$ cat config.mk
export PLATFORM = sky130hd
export DESIGN_NAME = mem_access_stage
export DESIGN_NICKNAME = d
export VERILOG_FILES = /design/src/rtl/mips32_pkg.sv /design/src/rtl/load_formatter.sv /design/src/rtl/mem_access_stage.sv
export SDC_FILE = /design/constraint.sdc
export NUM_CORES = 1
export LEC_CHECK = 0
export CAP_MARGIN = 30
export CORE_ASPECT_RATIO = 0.9
export CORE_UTILIZATION = 30
export CTS_CLUSTER_SIZE = 16
export DETAILED_ROUTE_END_ITERATION = 12
export HOLD_SLACK_MARGIN = 0.06
export SLEW_MARGIN = 40
export SYNTH_ARGS = -nofsm -noshare
export SYNTH_HDL_FRONTEND = slang
export SYNTH_SLANG_ARGS = --single-unit
$ cat constraint.sdc
create_clock -name clk -period 2.65 [get_ports clk]
set_clock_uncertainty 0.2 [all_clocks]
set_input_delay 0.3975 -clock clk [delete_from_list [all_inputs] [get_ports clk]]
set_output_delay 0.3975 -clock clk [all_outputs]
set_load 0.05 [all_outputs]
$ cat src/rtl/mips32_pkg.sv
// Shared constants and types for the MIPS32 pipeline slice.
// Holds the op-bit indices, FSM encoding and lane helper.
package mips32_pkg;

  localparam int XLEN       = 32;
  localparam int REG_W      = 5;
  localparam int LOAD_OP_W  = 9;
  localparam int STORE_OP_W = 6;
  localparam int CNT_W      = 16;

  localparam int LOAD_LB  = 0;
  localparam int LOAD_LBU = 1;
  localparam int LOAD_LH  = 2;
  localparam int LOAD_LHU = 3;
  localparam int LOAD_LW  = 4;

  localparam int STORE_SB = 0;
  localparam int STORE_SH = 1;
  localparam int STORE_SW = 2;

  typedef enum logic {
    IDLE = 1'b0,
    REQ  = 1'b1
  } mstate_e;

  function automatic logic [1:0] lane_of(
    input logic [1:0] a,
    input bit         big
  );
    return big ? ~a : a;
  endfunction

endpackage

$ cat src/rtl/load_formatter.sv
// Selects the addressed byte/half of a load word and extends it.
// Purely combinational; lane order follows BIG_ENDIAN.
module load_formatter
  import mips32_pkg::*;
#(
  parameter bit BIG_ENDIAN = 1'b0
) (
  input  logic [XLEN-1:0]      rdata,
  input  logic [1:0]           addr_lo,
  input  logic [LOAD_OP_W-1:0] load_op,
  output logic [XLEN-1:0]      data
);

  logic [1:0]  lane;
  logic [7:0]  byte_v;
  logic [15:0] half_v;

  always_comb begin
    lane = lane_of(addr_lo, BIG_ENDIAN);
    case (lane)
      2'd0:    byte_v = rdata[7:0];
      2'd1:    byte_v = rdata[15:8];
      2'd2:    byte_v = rdata[23:16];
      default: byte_v = rdata[31:24];
    endcase
    half_v = lane[1] ? rdata[31:16] : rdata[15:0];
  end

  always_comb begin
    data = rdata;
    unique case (1'b1)
      load_op[LOAD_LB]:  data = {{24{byte_v[7]}}, byte_v};
      load_op[LOAD_LBU]: data = {24'b0, byte_v};
      load_op[LOAD_LH]:  data = {{16{half_v[15]}}, half_v};
      load_op[LOAD_LHU]: data = {16'b0, half_v};
      default:           data = rdata;
    endcase
  end

endmodule

$ cat src/rtl/mem_access_stage.sv
// M-stage data memory access: req/ack bus master, stall,
// address-error and timeout detection, and the M->W register.
module mem_access_stage
  import mips32_pkg::*;
#(
  parameter int BUS_TIMEOUT = 16,
  parameter bit BIG_ENDIAN  = 1'b0
) (
  input  logic                  clk,
  input  logic                  rst_n,
  input  logic                  M_regwrite,
  input  logic                  M_memtoreg,
  input  logic                  M_memread,
  input  logic                  M_memwrite,
  input  logic [XLEN-1:0]       M_memaddr,
  input  logic [LOAD_OP_W-1:0]  M_load_op,
  input  logic [STORE_OP_W-1:0] M_store_op,
  input  logic [XLEN-1:0]       M_alu_out,
  input  logic [REG_W-1:0]      M_rt_rd,
  output logic                  M_stall,
  output logic                  M_adel,
  output logic                  M_ades,
  output logic                  M_buserr,
  output logic                  dmem_req,
  output logic                  dmem_we,
  output logic [3:0]            dmem_be,
  output logic [XLEN-1:0]       dmem_addr,
  output logic [XLEN-1:0]       dmem_wdata,
  input  logic                  dmem_ack,
  input  logic [XLEN-1:0]       dmem_rdata,
  output logic                  W_regwrite,
  output logic [XLEN-1:0]       W_wdata,
  output logic [REG_W-1:0]      W_rt_rd
);

  localparam logic [CNT_W-1:0] TO_LAST = CNT_W'(BUS_TIMEOUT - 1);

  mstate_e          state_q, state_d;
  logic [CNT_W-1:0] cnt_q, cnt_d;
  logic             req_q, req_d;
  logic             we_q, we_d;
  logic [3:0]       be_q, be_d;
  logic [XLEN-1:0]  addr_q, addr_d;
  logic [XLEN-1:0]  wdata_q, wdata_d;
  logic             wreg_q, wreg_d;
  logic [XLEN-1:0]  wdat_q, wdat_d;
  logic [REG_W-1:0] wrd_q, wrd_d;
  logic             adel_q, adel_d;
  logic             ades_q, ades_d;
  logic             berr_q, berr_d;

  logic            access, mis, rsv, to_hit;
  logic            is_b, is_h, is_w;
  logic [1:0]      lane;
  logic [3:0]      be_c;
  logic [XLEN-1:0] wdata_c;
  logic [XLEN-1:0] fmt;

  load_formatter #(.BIG_ENDIAN(BIG_ENDIAN)) u_fmt (
    .rdata   (dmem_rdata),
    .addr_lo (M_memaddr[1:0]),
    .load_op (M_load_op),
    .data    (fmt)
  );

  // Reserved op bits and read+write both collapse into the misaligned path.
  always_comb begin
    access = M_memread | M_memwrite;
    rsv    = (|M_load_op[8:5]) | (|M_store_op[5:3])
           | (M_memread & M_memwrite);
    is_b   = M_load_op[LOAD_LB] | M_load_op[LOAD_LBU]
           | M_store_op[STORE_SB];
    is_h   = M_load_op[LOAD_LH] | M_load_op[LOAD_LHU]
           | M_store_op[STORE_SH];
    is_w   = M_load_op[LOAD_LW] | M_store_op[STORE_SW];
    mis    = rsv | (is_h & M_memaddr[0])
           | (is_w & (|M_memaddr[1:0]));
    to_hit = (BUS_TIMEOUT != 0) && (cnt_q == TO_LAST);
    lane   = lane_of(M_memaddr[1:0], BIG_ENDIAN);
  end

  always_comb begin
    be_c    = 4'b0000;
    wdata_c = M_alu_out;
    unique case (1'b1)
      is_b: begin
        be_c    = 4'b0001 << lane;
        wdata_c = {4{M_alu_out[7:0]}};
      end
      is_h: begin
        be_c    = lane[1] ? 4'b1100 : 4'b0011;
        wdata_c = {2{M_alu_out[15:0]}};
      end
      is_w: begin
        be_c    = 4'b1111;
        wdata_c = M_alu_out;
      end
      default: begin
        be_c    = 4'b0000;
        wdata_c = M_alu_out;
      end
    endcase
  end

  always_ff @(posedge clk or negedge rst_n) begin
    if (!rst_n) state_q <= IDLE;
    else        state_q <= state_d;
  end

  always_comb begin
    state_d = state_q;
    unique case (state_q)
      IDLE: if (access && !mis) state_d = REQ;
      REQ:  if (dmem_ack || to_hit) state_d = IDLE;
      default: state_d = IDLE;
    endcase
  end

  always_comb begin
    M_stall = 1'b0;
    unique case (state_q)
      IDLE: M_stall = access & ~mis;
      REQ:  M_stall = ~dmem_ack & ~to_hit;
      default: M_stall = 1'b0;
    endcase
  end

  always_comb begin
    cnt_d   = cnt_q;
    req_d   = req_q;
    we_d    = we_q;
    be_d    = be_q;
    addr_d  = addr_q;
    wdata_d = wdata_q;
    wreg_d  = wreg_q;
    wdat_d  = wdat_q;
    wrd_d   = wrd_q;
    adel_d  = 1'b0;
    ades_d  = 1'b0;
    berr_d  = 1'b0;
    if (state_q == IDLE) begin
      cnt_d = '0;
      if (access && !mis) begin
        req_d   = 1'b1;
        we_d    = M_memwrite;
        be_d    = be_c;
        addr_d  = {M_memaddr[31:2], 2'b00};
        wdata_d = wdata_c;
      end else if (access) begin
        adel_d = M_memread;
        ades_d = ~M_memread;
        wreg_d = 1'b0;
      end else begin
        wreg_d = M_regwrite;
        wdat_d = M_alu_out;
        wrd_d  = M_rt_rd;
      end
    end else if (dmem_ack) begin
      req_d  = 1'b0;
      wreg_d = M_regwrite;
      wdat_d = M_memtoreg ? fmt : M_alu_out;
      wrd_d  = M_rt_rd;
    end else if (to_hit) begin
      req_d  = 1'b0;
      berr_d = 1'b1;
      wreg_d = 1'b0;
    end else begin
      cnt_d = cnt_q + CNT_W'(1);
    end
  end

  always_ff @(posedge clk or negedge rst_n) begin
    if (!rst_n) begin
      cnt_q   <= '0;
      req_q   <= 1'b0;
      we_q    <= 1'b0;
      be_q    <= '0;
      addr_q  <= '0;
      wdata_q <= '0;
      wreg_q  <= 1'b0;
      wdat_q  <= '0;
      wrd_q   <= '0;
      adel_q  <= 1'b0;
      ades_q  <= 1'b0;
      berr_q  <= 1'b0;
    end else begin
      cnt_q   <= cnt_d;
      req_q   <= req_d;
      we_q    <= we_d;
      be_q    <= be_d;
      addr_q  <= addr_d;
      wdata_q <= wdata_d;
      wreg_q  <= wreg_d;
      wdat_q  <= wdat_d;
      wrd_q   <= wrd_d;
      adel_q  <= adel_d;
      ades_q  <= ades_d;
      berr_q  <= berr_d;
    end
  end

  assign dmem_req   = req_q;
  assign dmem_we    = we_q;
  assign dmem_be    = be_q;
  assign dmem_addr  = addr_q;
  assign dmem_wdata = wdata_q;
  assign W_regwrite = wreg_q;
  assign W_wdata    = wdat_q;
  assign W_rt_rd    = wrd_q;
  assign M_adel     = adel_q;
  assign M_ades     = ades_q;
  assign M_buserr   = berr_q;

endmodule
======== Yosys cells after proc, flatten, opt, wreduce, memory -nomap -nowiden ========
Cells that the tools add are included.
cells by class
  bitwise operators ....................... 20
  equal/unequal tests ..................... 9
  muxes and demuxes ....................... 39
  $lt $le $gt $ge ......................... 0
  shifts and indexed selects .............. 1
  reductions and logical operators ........ 13
  divide/modulo/power cells ............... 0
  add/subtract/negate cells ............... 1
  multiply operators ...................... 0
operator list
  cell                                                                      count
  32-bit two-way mux                                                        5
  32-bit case mux with 4 select lines                                       1
  16-bit two-way mux                                                        4
  32-bit case mux with 2 select lines                                       1
  8-bit case mux with 3 select lines                                        1
  5-bit two-way mux                                                         4
  1-bit two-way mux                                                         19
  16-bit by 1-bit adder with 16-bit output (second input constant)          1
  16-bit by 4-bit == test with 1-bit output (second input constant)         1
  4-bit case mux with 3 select lines                                        1
  2-bit inequality test (second input constant)                             5
  1-bit bitwise OR                                                          10
  2-bit AND reduction                                                       4
  1-bit bitwise AND                                                         5
  1-bit NOT                                                                 5
  4-bit two-way mux                                                         1
  1-bit case mux with 2 select lines                                        2
  4-bit OR reduction                                                        1
  1-bit by 2-bit << shifter with 4-bit output (first input constant)        1
  3-bit by 2-bit inequality test with 1-bit output (second input constant)  1
  3-bit AND reduction                                                       1
  3-bit OR reduction                                                        1
  2-bit by 1-bit == test with 1-bit output (second input constant)          1
  2-bit == test (second input constant)                                     1
  other kinds (6)                                                           6
storage, ports and cells
  memory bits (writable) .................. 0
  output and inout bits ................... 112
  input port bits ......................... 123
  logic and storage cells ................. 96
  memories kept ........................... 0
  memory bits (read-only) ................. 0
  latch bits .............................. 0
  register bits after elaboration ......... 126

======== Longest topological paths before layout ========
  word-level depth ........................ 9
  depth in mapped cells ................... 7
  gate-level depth less buffers ........... 5

======== Hierarchy ========
From an unflattened synthesis, not the netlist that was laid out.
unflattened totals
  cells, all modules ...................... 577
  area total of the unflattened synthesis .. 6452.4 um2
by module, submodules not included
  module            cells an instance  area an instance (um2)  sequential area each (um2)  instances
  mem_access_stage  468                5649.2                  3153.0                      1
  load_formatter    109                803.3                   0.0                         1

======== Worst setup path before layout ========
No wires, ideal clock.
  path type ............................... input to output
  from .................................... input port M_store_op[1]
  to ...................................... output port M_stall
  slack ................................... 0.034 ns
  stages on the path ...................... 6
  arrival ................................. 2.018 ns
  path buffers ............................ 2
  data required time ...................... 2.053 ns
  cell sequence ........................... or3_1 > a211o_1 > nor3_2 > buf_4 > buf_6 > a21o_1
between the ends
  cells in the longest elaborated chain, start to end .. 7
ends and longest elaborated chain
  what                                RTL line                 text
  from (decl)                         mem_access_stage.sv:17   input logic [STORE_OP_W-1:0] M_store_op,
  1-bit bitwise OR                    mem_access_stage.sv:74   | M_store_op[STORE_SH];
  1-bit bitwise AND                   mem_access_stage.sv:76   mis = rsv | (is_h & M_memaddr[0])
  1-bit bitwise OR                    mem_access_stage.sv:76
  1-bit bitwise OR                    mem_access_stage.sv:77   | (is_w & (|M_memaddr[1:0]));
  1-bit NOT                           mem_access_stage.sv:122  IDLE: M_stall = access & ~mis;
  1-bit bitwise AND                   mem_access_stage.sv:122
  1-bit case mux with 2 select lines  mem_access_stage.sv:121  unique case (state_q)
  to (decl)                           mem_access_stage.sv:20   output logic M_stall,
Every way passes these cells.

======== Worst setup path in the final report ========
  from .................................... register cnt_q[0]
  to ...................................... output port M_stall
between the ends
  cells in the longest elaborated chain, start to end .. 4
ends and longest elaborated chain
  what                                       RTL line                 text
  from (decl)                                mem_access_stage.sv:39   logic [CNT_W-1:0] cnt_q, cnt_d;
  from (signal assigned)                     mem_access_stage.sv:187  cnt_q <= cnt_d;
  16-bit by 4-bit == test with 1-bit output  mem_access_stage.sv:78   to_hit = (BUS_TIMEOUT != 0) && (cnt_q == TO_LAST);
  1-bit NOT                                  mem_access_stage.sv:123  REQ: M_stall = ~dmem_ack & ~to_hit;
  1-bit bitwise AND                          mem_access_stage.sv:123
  1-bit case mux with 2 select lines         mem_access_stage.sv:121
Every way passes these cells.

==> key figures <==
Synth
  – Yosys warnings: 0
  – Yosys reg bits: ~130
  – Sequential area share after synthesis: 52.1%
  – Yosys cell types: 51
  – Avg Cell Area, Syn: between 10 and 15 um^2
  – Asr flop ratio synth: between 90% and 100%
  – Synth Flop Type: dfrtp_1
  – Post-synth EDFFs: 0
  – Mapped Area: about 0.0061 mm^2
  – Cell count after synthesis: about 550

Setup path
  – Crit path max fanout: 7
  – Type of the worst setup path: register to primary output
  – Worst-path cell chain: ha_4 -> and3_1 -> nand4_1 -> a21o_1 -> buf_12
  – CP startpoint kind: register
  – Max stage delay on crit path: about 0.52 ns
  – Critical path data required time: 2.05 ns
  – Slowest cell on crit path: dfrtp_1
  – CP Capture Type: primary output
  – WP data arrival: around 2 ns

Detailed routing
  – ANT nets after route: 0
  – Routed vias: about 5,500
  – WL final: around 21,000 um
  – Residual DRC count: 0
  – Number of iterations in the first detailed-routing pass: 4
  – Drt via density: 5.13
  – Drt initial violations: 384
  – Wire per inst: approximately 20 um

GRT
  – GRT Total Usage: approximately a fifth
  – Initial antenna violation count: 0
  – First-pass GRT wire length: 32,500 um
  – Largest net degree at the start of global routing: 71
  – Congestion Overflow GR: 0
  – Vias in the first global route: roughly 5,600

STA
  – Final Max Tran Viols: 0
  – Final Hold Viols: 0
  – Fin crit period: 2.56 ns
  – Hold WS: 0.140 ns
  – Max Freq: between 300 and 400 MHz
  – Setup TNS Final: 0 ns
  – Tcrit/Tclk final: approximately 97%
  – Tightest Pin Transition: around 0.69 ns
  – Relative slew slack: 54.1%
  – Setup Viol. Count Final: 0

Place
  – Post-DP HPWL: 16,200 um
  – Post-Place Cells: between 1,000 and 1,500
  – PortBufs: ~230
  – Placed Area: 0.00896 mm^2
  – GP Congestion: 0.907

Worst hold path
  – Hold WC Path Type: input port to register

Clock tree
  – CTS max path bufs: 2
  – Htree depth: 4
  – CTS clock-pin slew for the worst setup and hold paths: ~0.060 ns
  – Clock Sinks: approximately 130
  – CTS tree: yes
  – CTS Buf Count: 17
  – Clock latency on the worst-skew pair: about 0.42 ns
  – Clk root buf: clkbuf_16

Floorplan
  – Die Span Y: approximately 140 um
  – Total core area: just under 0.02 mm^2
  – Die Area: approximately 0.021 mm^2
  – Rows: 48
  – Die W: between 150 and 200 um
  – I/O Pins: approximately 240
  – Initial Utilization: between 30% and 40%

Finish
  – Final instance area: about 0.0096 mm^2
  – Most frequent cells in the layout: clkdlybuf4s50_1, dfrtp_1, mux2_2
  – Fin nets: 930
  – Share of post-route cells with drive strength above 1: a little under a fifth
  – Layout Cells excl Fill: around 1,100
  – Filler cells: 1,759
  – Commonest non-fill, non-tap cell in the layout: clkdlybuf4s50_1
  – Layout Area Growth over Synthesis: 58.4%
  – # diodes: 0

Pwr
  – Pwr Density: approximately 590 mW/mm^2
  – Max VDD drop: between 400 and 500 uV
  – Leak: approximately 4.1 nW

Job
  – Maximum Capacitance Violations: 0

Run status
  – Status: finished clean
[synth_stat cells, types with 4 or more instances]
cell type	n	share of area, %
a211oi_1	25	3.1
a21o_1	11	1.4
a221o_1	9	1.5
a221oi_1	7	1.0
a22oi_1	8	0.99
and2_1	18	1.9
and3_1	5	0.52
buf_2	8	0.66
buf_4	4	0.50
clkbuf_1	20	1.2
dfrtp_1	126	52
inv_1	4	0.25
mux2_1	7	1.3
mux2_2	68	13
mux2i_1	14	2.3
nand2_1	46	2.9
nand2b_1	5	0.52
nand3_1	9	0.74
nand4_1	4	0.41
nor2_1	37	2.3
nor3_1	42	3.5
nor4_1	4	0.41
o21ai_0	15	1.2
o21bai_1	5	0.62
xnor2_1	6	0.87
[critical path: cells and delay by family, from the launching register on]
family	cells	cell delay [ns]
adder cells (fa/ha/maj)	1	0.23
buffers and inverters	1	0.16
flip-flops	1	0.52
AO/OA/AOI/OAI	1	0.26
AND/OR/NAND/NOR	2	0.39
[worst paths after layout]
check	from	to	slack (ns)	cells after the start
setup reg to reg	state_q	dmem_wdata[26]	0.54	7
hold / removal	M_memread	M_ades	0.14	2
max in group asynchronous	rst_n	dmem_addr[20]	1.12	3
hold reg to reg	W_rt_rd[4]	W_rt_rd[4]	0.27	2
min in group asynchronous	rst_n	W_rt_rd[1]	0.29	2
setup / recovery	cnt_q[0]	M_stall	0.09	5
[metal layers]
metal	track usage (%)	vias to the layer above	wire length, um
li1	-	2502	-
met1	26.3	2714	8730
met2	33.8	229	10100
met3	8.63	29	2120
met4	7.21	0	479
met5	0	-	0
[stage by stage]
| step | total power (W) | setup slack, ns | util (%) |
|---|---|---|---|
| after CTS | 0.00567 | 0.0136 | 49.2 |
| after global routing | 0.00585 | -0.0256 | 49.3 |
| after global placement | 0.00334 | -0.129 | 46.0 |
| after detailed placement | 0.00335 | -0.142 | 46.1 |
| final | 0.00563 | 0.0879 | 49.3 |
| after floorplan | 0.00274 | 0.0344 | - |
[cells by family (layout without fill, tap and decap cells)]
kind of cell | count (synthesis) | after routing | synth area share (%)
and+or+nand+nor | 187 | 187 | 15.3
AOI/OAI and AO/OA | 93 | 93 | 11.6
other | 1 | 2 | 0.0619
DFF | 126 | 126 | 52.1
muxes | 90 | 90 | 16.6
adders and majority gates | 1 | 1 | 0.207
buffers and inverters | 38 | 310 | 2.89
xor gates and xnor gates | 9 | 9 | 1.30
[power breakdown]
part / switching [W] / leakage (nW) / internal (W)
Clock: 0.000836 / 0.283 / 0.00147
Combinational: 0.000723 / 2.22 / 0.000489
Sequential: 0.0000673 / 1.64 / 0.00204
[registers in the layout (all words and copies together), names as in the netlist]
register / cells
dmem_addr: 30
W_rt_rd: 5
state_q: 1
dmem_req: 1
dmem_we: 1
M_ades: 1
dmem_be: 4
W_regwrite: 1
M_buserr: 1
W_wdata: 32
dmem_wdata: 32
M_adel: 1
cnt_q: 16
[area by class of cell]
cell class                      instances  area (um^2)  share of cell area [%]
Sequential cell                       126         3150                    32.9
Multi-Input combinational cell        382         2780                    28.9
Timing Repair Buffer                  275         2760                    28.8
Clock buffer                           25          495                    5.16
Tap cell                              250          313                    3.26
Clock inverter                          6         82.6                   0.860
Inverter                                4         15.0                   0.156
[what timing repair did]
action / 4_1_cts / 5_1_grt
endpoints found under the hold margin: 56 / 0
pin swaps: 2 / 2
setup buffers: 3 / 1
setup endpoints to repair: 1 / 1
gates resized for setup: 1 / 5
hold buffers: 1 / 0
No activity file was read; power rests on OpenSTA's default activity.
